**config.mk**
```make
export PLATFORM = sky130hd
export DESIGN_NAME = coarse_fifo_symbol_reader
export DESIGN_NICKNAME = d
export VERILOG_FILES = /design/src/rtl/coarse_fifo_symbol_reader.sv
export SDC_FILE = /design/constraint.sdc
export NUM_CORES = 1
export LEC_CHECK = 0
export ABC_AREA = 1
export CAP_MARGIN = 20
export CELL_PAD_IN_SITES_DETAIL_PLACEMENT = 1
export CELL_PAD_IN_SITES_GLOBAL_PLACEMENT = 1
export CORE_MARGIN = 2
export CORE_UTILIZATION = 30
export DETAILED_ROUTE_END_ITERATION = 7
export GPL_ROUTABILITY_DRIVEN = 0
export PLACE_DENSITY = 0.64
export SLEW_MARGIN = 10
export SYNTH_ARGS = -nofsm -noshare
export SYNTH_HDL_FRONTEND = slang
export SYNTH_SLANG_ARGS = --single-unit
export TNS_END_PERCENT = 5
```
**constraint.sdc**
```tcl
create_clock -name clk -period 10.6 [get_ports clk]
set_clock_uncertainty 0.1 [all_clocks]
set_input_delay 2.65 -clock clk [delete_from_list [all_inputs] [get_ports clk]]
set_output_delay 2.65 -clock clk [all_outputs]
set_load 0.01 [all_outputs]
```
**src/rtl/coarse_fifo_symbol_reader.sv**
```systemverilog
// Drains one OFDM symbol from the coarse-sync FIFO: drops the CP, streams N_FFT body samples.
// Latency: FIFO read to m_valid is 2 cycles; reads start the cycle after the start condition.
// Backpressure: m_ready stalls via a 2-entry output buffer; reads are credit-gated so it never overflows.
module coarse_fifo_symbol_reader #(
  parameter int DATA_W  = 16,
  parameter int CP_LEN  = 16,
  parameter int N_FFT   = 64,
  parameter int SYM_LEN = CP_LEN + N_FFT
) (
  input  logic              clk,
  input  logic              rst,
  input  logic              en,
  input  logic [8:0]        fifo_count,
  input  logic              fifo_empty,
  output logic              fifo_r_en,
  input  logic [DATA_W-1:0] fifo_dout,
  input  logic              fifo_r_valid,
  output logic [DATA_W-1:0] m_data,
  output logic              m_valid,
  output logic              m_last,
  input  logic              m_ready,
  output logic              sym_done,
  output logic [7:0]        sym_cnt,
  output logic              busy,
  output logic              err
);

  localparam int IDX_W = $clog2(SYM_LEN);
  localparam logic [IDX_W-1:0] CP_LAST  = IDX_W'(CP_LEN - 1);
  localparam logic [IDX_W-1:0] CP_END   = IDX_W'(CP_LEN);
  localparam logic [IDX_W-1:0] SYM_LAST = IDX_W'(SYM_LEN - 1);

  typedef enum logic [1:0] {S_WAIT, S_DROP_CP, S_PASS, S_DRAIN} state_t;

  state_t            state, state_nxt;
  logic [IDX_W-1:0]  rd_idx;     // reads issued within the current symbol
  logic [IDX_W-1:0]  rx_idx;     // samples returned within the current symbol
  logic              inflight;   // a read was issued last cycle, data returns now
  logic [1:0]        occ;
  logic [DATA_W-1:0] dat0, dat1;
  logic              last0, last1;
  logic              pop, push, push_last;
  logic [2:0]        credit_sum;

  assign pop        = m_valid && m_ready;
  assign push       = inflight && (rx_idx >= CP_END);
  assign push_last  = (rx_idx == SYM_LAST);
  // Occupancy the buffer would reach if everything already committed lands.
  assign credit_sum = 3'(occ) - 3'(pop) + 3'(inflight);

  assign m_data   = dat0;
  assign m_valid  = (occ != 2'd0);
  assign m_last   = m_valid && last0;
  assign busy     = (state != S_WAIT);
  assign sym_done = (state == S_DRAIN) && pop && m_last;

  // State register.
  always_ff @(posedge clk or posedge rst) begin
    if (rst) state <= S_WAIT;
    else     state <= state_nxt;
  end

  // Next-state and read-strobe decode.
  always_comb begin
    state_nxt = state;
    fifo_r_en = 1'b0;
    case (state)
      S_WAIT: begin
        if (en && (fifo_count >= 9'(SYM_LEN))) state_nxt = S_DROP_CP;
      end
      S_DROP_CP: begin
        fifo_r_en = !fifo_empty;
        if (fifo_r_en && (rd_idx == CP_LAST)) state_nxt = S_PASS;
      end
      S_PASS: begin
        fifo_r_en = !fifo_empty && (credit_sum < 3'd2);
        if (fifo_r_en && (rd_idx == SYM_LAST)) state_nxt = S_DRAIN;
      end
      S_DRAIN: begin
        if (sym_done) state_nxt = S_WAIT;
      end
      default: state_nxt = S_WAIT;
    endcase
  end

  // Read and return indices; the return index decides drop vs. forward and tags the last sample.
  always_ff @(posedge clk or posedge rst) begin
    if (rst) begin
      rd_idx   <= '0;
      rx_idx   <= '0;
      inflight <= 1'b0;
    end else begin
      inflight <= fifo_r_en;
      if (fifo_r_en) rd_idx <= (rd_idx == SYM_LAST) ? '0 : rd_idx + 1'b1;
      if (inflight)  rx_idx <= (rx_idx == SYM_LAST) ? '0 : rx_idx + 1'b1;
    end
  end

  // Two-entry output buffer; entry 0 is the head presented downstream.
  always_ff @(posedge clk or posedge rst) begin
    if (rst) begin
      occ   <= 2'd0;
      dat0  <= '0;
      dat1  <= '0;
      last0 <= 1'b0;
      last1 <= 1'b0;
    end else begin
      case ({push, pop})
        2'b10: begin
          if (occ == 2'd0) begin
            dat0  <= fifo_dout;
            last0 <= push_last;
          end else begin
            dat1  <= fifo_dout;
            last1 <= push_last;
          end
          occ <= occ + 2'd1;
        end
        2'b01: begin
          dat0  <= dat1;
          last0 <= last1;
          occ   <= occ - 2'd1;
        end
        2'b11: begin
          if (occ == 2'd1) begin
            dat0  <= fifo_dout;
            last0 <= push_last;
          end else begin
            dat0  <= dat1;
            last0 <= last1;
            dat1  <= fifo_dout;
            last1 <= push_last;
          end
        end
        default: ;
      endcase
    end
  end

  // Completed-symbol counter and sticky read-return error.
  always_ff @(posedge clk or posedge rst) begin
    if (rst) begin
      sym_cnt <= 8'd0;
      err     <= 1'b0;
    end else begin
      if (sym_done) sym_cnt <= sym_cnt + 8'd1;
      if (inflight && !fifo_r_valid) err <= 1'b1;
    end
  end

endmodule
```
==> results_dict.tcl, run 1 <==
set metrics [dict create \
    postSynthAreaPerCell_um2 8.56 \
    syn_area_um2 3300 \
    cts_tree "done" \
    synth_fp_nets 432 \
    synth.most_common_cell "nand2_1" \
    hold_viol_final 0 \
    whs_path_depth 1 \
    dp_hpwl_um 5520 \
    max_freq_ghz 0.115 \
    ys_seq_area_frac 0.470 \
    grt_overflow 0 \
    num_io_pins 61 \
    setup_viol 0 \
    reg2reg_slack_ns 7.19 \
    r2r_end "rd_idx[0]$_DFFE_PP0P_" \
    num_vias 2666 \
    dp.cells 574 \
    multiInputGateArea_um2 1430 \
    ys_warn_count 0 \
    worstHoldPathType "reg2reg" \
    power_density_nw_per_um2 210 \
    pre_cts_slack_ns 1.87 \
    root_buffer "clkbuf_8" \
    synth_commonest_cells "105 x nand2_1, 62 x dfrtp_1, 60 x inv_1, 25 x nor2_1, 23 x o21ai_0" \
    dr.pass1.iters 4 \
    gr-usage-all-layers 0.147 \
    htree_levels 3 \
    dieHeight_um 109 \
    start_util 0.306 \
    antenna_found_initial 0 \
    hold_path_end "sym_cnt[7]$_DFFE_PP0P_" \
    post_cts_buffers 0 \
    cp.arrival_ns 5.93 \
    synth.largest_area_cell "dfrtp_1" \
    hold_start "sym_cnt[7]$_DFFE_PP0P_" \
    num_rows 38 \
    final_area_um2 4130 \
    die_w_um 109 \
    required_ns 7.85 \
    synthFlopType "dfrtp_1" \
    crit_fanout 22 \
    fin_hold_ws_ns 0.375 \
    drv_slew 0 \
    combPwrFrac 0.396 \
    routedWlPerCell_um 13.3 \
    swShare 0.379 \
    grt_pass1_wl_um 13500 \
    synth.distinct_cells 35 \
    synth_enable_flop_cells 0 \
    post_cts_resized 0 \
    r2r_start "occ[1]$_DFFE_PP0P_" \
    status "completed" \
    grt_pass1_vias 2874 \
    area_growth_pct 25.1 \
    cts_made_buffers 9 \
    diodes 0 \
    register_area_um2 1550 \
    fin_tns_setup_ns 0 \
    place_area_um2 3970 \
    drt-total-wl_um 7830 \
    worst_slack_ns 1.92 \
    fp.dieArea_um2 11900 \
    fin_nets 491 \
    clockBufferDepth 2 \
    power_switching_mw 0.328 \
    worstSetupPathType "in2out" \
    antenna_left 0 \
    min_period_ns 8.68 \
    clock_latency_ns 0.35 \
    netlist_instances 386 \
    clock_power_share 0.211 \
    port_buffers 56 \
    worst_pin_slew_ns 0.805 \
    final_cells 590 \
    post_route_cells_drive_above_1_share 0.0911 \
    num-fill-cells 1282 \
    p_int_mw 0.539 \
    reg2reg_depth 18 \
    clkSlewWorstSetupHoldPaths_ns 0.08 \
    slew_headroom 0.463 \
    timing.final.crit_share 0.819 \
    clock-sinks 62 \
    synth_seq_cells 62 \
    synthTopCellsByArea "dfrtp_1 47%, nand2_1 12%, inv_1 6.8%, ha_1 5.3%, o21ai_0 3.5%" \
    drc 0 \
    startpoint_type "input port" \
    async_flop_share 1.00 \
    cts_hold_buf 0 \
    grt_max_degree 63 \
    drt-initial-drc-count 73 \
    p_leak_nw 1.98 \
    cp-startpoint "m_ready" \
    fp.coreArea_um2 10800 \
    maxCapViolCount 0 \
    vias_per_cell 4.52 \
    rsz0062_at_grt "no" \
    ir_drop_mv 0.0773 \
    end_kind "output port" \
    netlist.area_leader.share 0.470 \
    p_seq_frac 0.393 \
]
-- flip-flops by register name (all words and copies together) (netlist names) --
name and count:
inflight 1, state 2, m_data 16, last0 1, err 1, sym_cnt 8, rx_idx 7, rd_idx 7
last1 1, dat1 16, occ 2
-- area by class of cell --
cell class / count / area share
well taps: 140 / 0.0424
clock inverters: 6 / 0.00939
flip-flops and latches: 62 / 0.375
repair buffers: 57 / 0.137
clock buffers: 10 / 0.0309
inverters: 63 / 0.0578
multi-input cells: 252 / 0.347
-- layer usage --
metal,GRT usage,part of all wire,up-vias
met4,0.0467,0.012,0
met3,0.0454,0.052,9
met1,0.184,0.46,1286
li1,-,-,1320
met2,0.240,0.47,51
met5,0,0,-
-- worst max-delay path, stage by stage --
cell and delay, ns:
clkdlybuf4s50_1 0.56, nand2_8 0.17, inv_2 0.15, ha_1 0.24
or2_2 0.31, fa_1 0.49, inv_1 0.04, nor2_1 0.09
nand2_1 0.06, nor2_1 0.12, nand2_1 0.06, nand2_1 0.07
nand2_2 0.13, inv_1 0.21, clkdlybuf4s50_1 0.57
-- how the worst max path moves through the flow --
| stage | to | slack [ns] |
|---|---|---|
| floorplan | fifo_r_en | 3.38 |
| global placement | fifo_r_en | 1.98 |
| detailed placement | fifo_r_en | 1.87 |
| CTS | fifo_r_en | 1.87 |
| global route | fifo_r_en | 1.73 |
| finish | fifo_r_en | 1.92 |
-- placed cells by master, fill, tap and decap left out, types with 2 or more instances in the layout --
cell             count
nor2_2               3
xor2_1               5
ha_1                14
nor2_4               2
nand4_1              2
nor3_1               4
clkbuf_8             9
nand2_2              2
clkinvlp_4           2
xnor2_1              8
clkdlybuf4s50_1     56
a21oi_1              2
inv_2                3
nor2_1              25
inv_1               59
dfrtp_1             62
clkinv_2             3
o21ai_0             23
nor3b_1              2
nand2_1            105
nand2_4              3
o22ai_1             17
or2_2                3
nand3_1             21
-- logic make-up (layout without fill, tap and decap cells) --
kind of cell,count (synthesis),after routing,synth area share
AOI/OAI and AO/OA,46,46,0.0883
buffers and inverters,72,136,0.0966
xor gates and xnor gates,13,13,0.0345
adders and majority gates,15,15,0.0591
and+or+nand+nor,177,177,0.248
muxes,1,1,0.00341
DFF,62,62,0.470
-- power by group through the flow --
stage,clock network (mW),registers [mW],logic [mW]
floorplan,0,0.351,0.203
global placement,0,0.344,0.337
detailed placement,0,0.346,0.350
CTS,0.192,0.341,0.352
global route,0.203,0.350,0.389
finish,0.183,0.341,0.343
-- metrics by stage --
| stage | util | total power [mW] |
|---|---|---|
| final | 0.383 | 0.867 |
| after CTS | 0.383 | 0.885 |
| after global placement | 0.367 | 0.681 |
| after floorplan | - | 0.554 |
| after detailed placement | 0.367 | 0.696 |
| after global routing | 0.383 | 0.941 |
Note: power is estimated with default switching activity, not from simulation.
==> run 2: changes to the inputs <==
==> constraint.sdc (replaced) <==
create_clock -name clk -period 8.6 [get_ports clk]
set_clock_uncertainty 0.1 [all_clocks]
set_input_delay 2.15 -clock clk [delete_from_list [all_inputs] [get_ports clk]]
set_output_delay 2.15 -clock clk [all_outputs]
set_load 0.01 [all_outputs]
==> results_dict.tcl, run 2 (synthesized netlist as in run 1, its figures left out) <==
set metrics [dict create \
    grt_pass1_wl_um 13500 \
    cp.arrival_ns 5.40 \
    num_vias 2670 \
    post_cts_resized 0 \
    p_leak_nw 2.00 \
    worstSetupPathType "in2out" \
    timing.final.crit_share 0.889 \
    dp_hpwl_um 5390 \
    root_buffer "clkbuf_8" \
    crit_fanout 22 \
    antenna_left 0 \
    fin_nets 491 \
    clockBufferDepth 2 \
    dr.pass1.iters 6 \
    cts_tree "done" \
    min_period_ns 7.65 \
    drt-initial-drc-count 87 \
    fp.coreArea_um2 10800 \
    die_w_um 109 \
    clkSlewWorstSetupHoldPaths_ns 0.08 \
    vias_per_cell 4.53 \
    hold_viol_final 0 \
    dieHeight_um 109 \
    num_rows 38 \
    area_growth_pct 26.4 \
    final_cell_mix "105 x nand2_1, 62 x dfrtp_1, 59 x inv_1" \
    drv_slew 0 \
    rsz0062_at_grt "no" \
    fp.dieArea_um2 11900 \
    start_util 0.306 \
    clock_latency_ns 0.34 \
    diodes 0 \
    clock-sinks 62 \
    maxCapViolCount 0 \
    end_kind "output port" \
    antenna_found_initial 0 \
    required_ns 6.35 \
    worstHoldPathType "reg2reg" \
    num_io_pins 61 \
    drc 0 \
    max_freq_ghz 0.131 \
    power_density_nw_per_um2 267 \
    setup_viol 0 \
    htree_levels 3 \
    grt_overflow 0 \
    grt_max_degree 63 \
    port_buffers 56 \
    place_area_um2 3970 \
    post_route_cells_drive_above_1_share 0.0933 \
    gr-usage-all-layers 0.143 \
    post_cts_buffers 0 \
    routedWlPerCell_um 13.0 \
    cts_made_buffers 9 \
    worst_pin_slew_ns 0.819 \
    num-fill-cells 1289 \
    status "completed" \
    cts_hold_buf 0 \
    grt_pass1_vias 2851 \
    final_area_um2 4170 \
    power.total_mw 1.12 \
    ir_drop_mv 0.105 \
    fin_tns_setup_ns 0 \
    slew_headroom 0.454 \
    final_common_cell "nand2_1" \
    startpoint_type "input port" \
    drt-total-wl_um 7660 \
]
-- run 2: final timing paths --
path | start | end | cells after the start | slack (ns)
worst max-delay path | m_ready | fifo_r_en | 15 | 0.95
worst min-delay path | sym_cnt[7]$_DFFE_PP0P_ | sym_cnt[7]$_DFFE_PP0P_ | 1 | 0.37
worst max register to register | occ[1]$_DFFE_PP0P_ | rd_idx[6]$_DFFE_PP0P_ | 18 | 5.23
worst min register to register | sym_cnt[7]$_DFFE_PP0P_ | sym_cnt[7]$_DFFE_PP0P_ | 1 | 0.37
max in group asynchronous | rst | dat1[0]$_DFFE_PP0P_ | 3 | 5.59
min in group asynchronous | rst | m_data[12]$_DFFE_PP0P_ | 3 | 2.27
-- run 2: where the power goes --
group	switching [mW]	leakage, nW	total [mW]	internal, mW
clock network	0.128	0.107	0.272	0.144
registers	0.0553	0.820	0.419	0.364
logic	0.229	1.08	0.425	0.197
-- run 2: layout make-up --
cell class	count	area [µm²]	share of cell area
clock buffer	10	138	0.0330
clock inverter	6	70.1	0.0168
inverter	63	239	0.0573
multi-input combinational	252	1430	0.343
sequential	62	1550	0.372
tap	140	175	0.0420
timing repair buffer	57	568	0.136
-- run 2: worst max-delay path, cell delays in order --
cell and delay (ns):
clkdlybuf4s50_1 0.56, nand2_8 0.17, inv_2 0.15, ha_1 0.24, or2_2 0.31, fa_1 0.48
inv_1 0.05, nor2_1 0.08, nand2_1 0.05, nor2_1 0.11, nand2_1 0.06, nand2_1 0.07
nand2_2 0.12, inv_1 0.21, clkdlybuf4s50_1 0.58
-- run 2: through the flow --
| step | setup slack [ns] | utilization | hold slack, ns | cells |
|---|---|---|---|---|
| global placement | 0.981 | 0.367 | 0.360 | 574 |
| detailed placement | 0.916 | 0.367 | 0.365 | 574 |
| global route | 0.722 | 0.387 | 0.397 | 590 |
| CTS | 0.914 | 0.387 | 0.379 | 590 |
| floorplan | 2.38 | - | 0.353 | 386 |
| finish | 0.952 | 0.387 | 0.374 | 590 |
-- run 2: metal layers --
metal / vias to the layer above / part of all wire / global-route usage
met5: - / 0 / 0
met2: 43 / 0.47 / 0.232
met1: 1296 / 0.48 / 0.190
li1: 1323 / - / -
met4: 0 / 0.0097 / 0.0385
met3: 8 / 0.046 / 0.0359
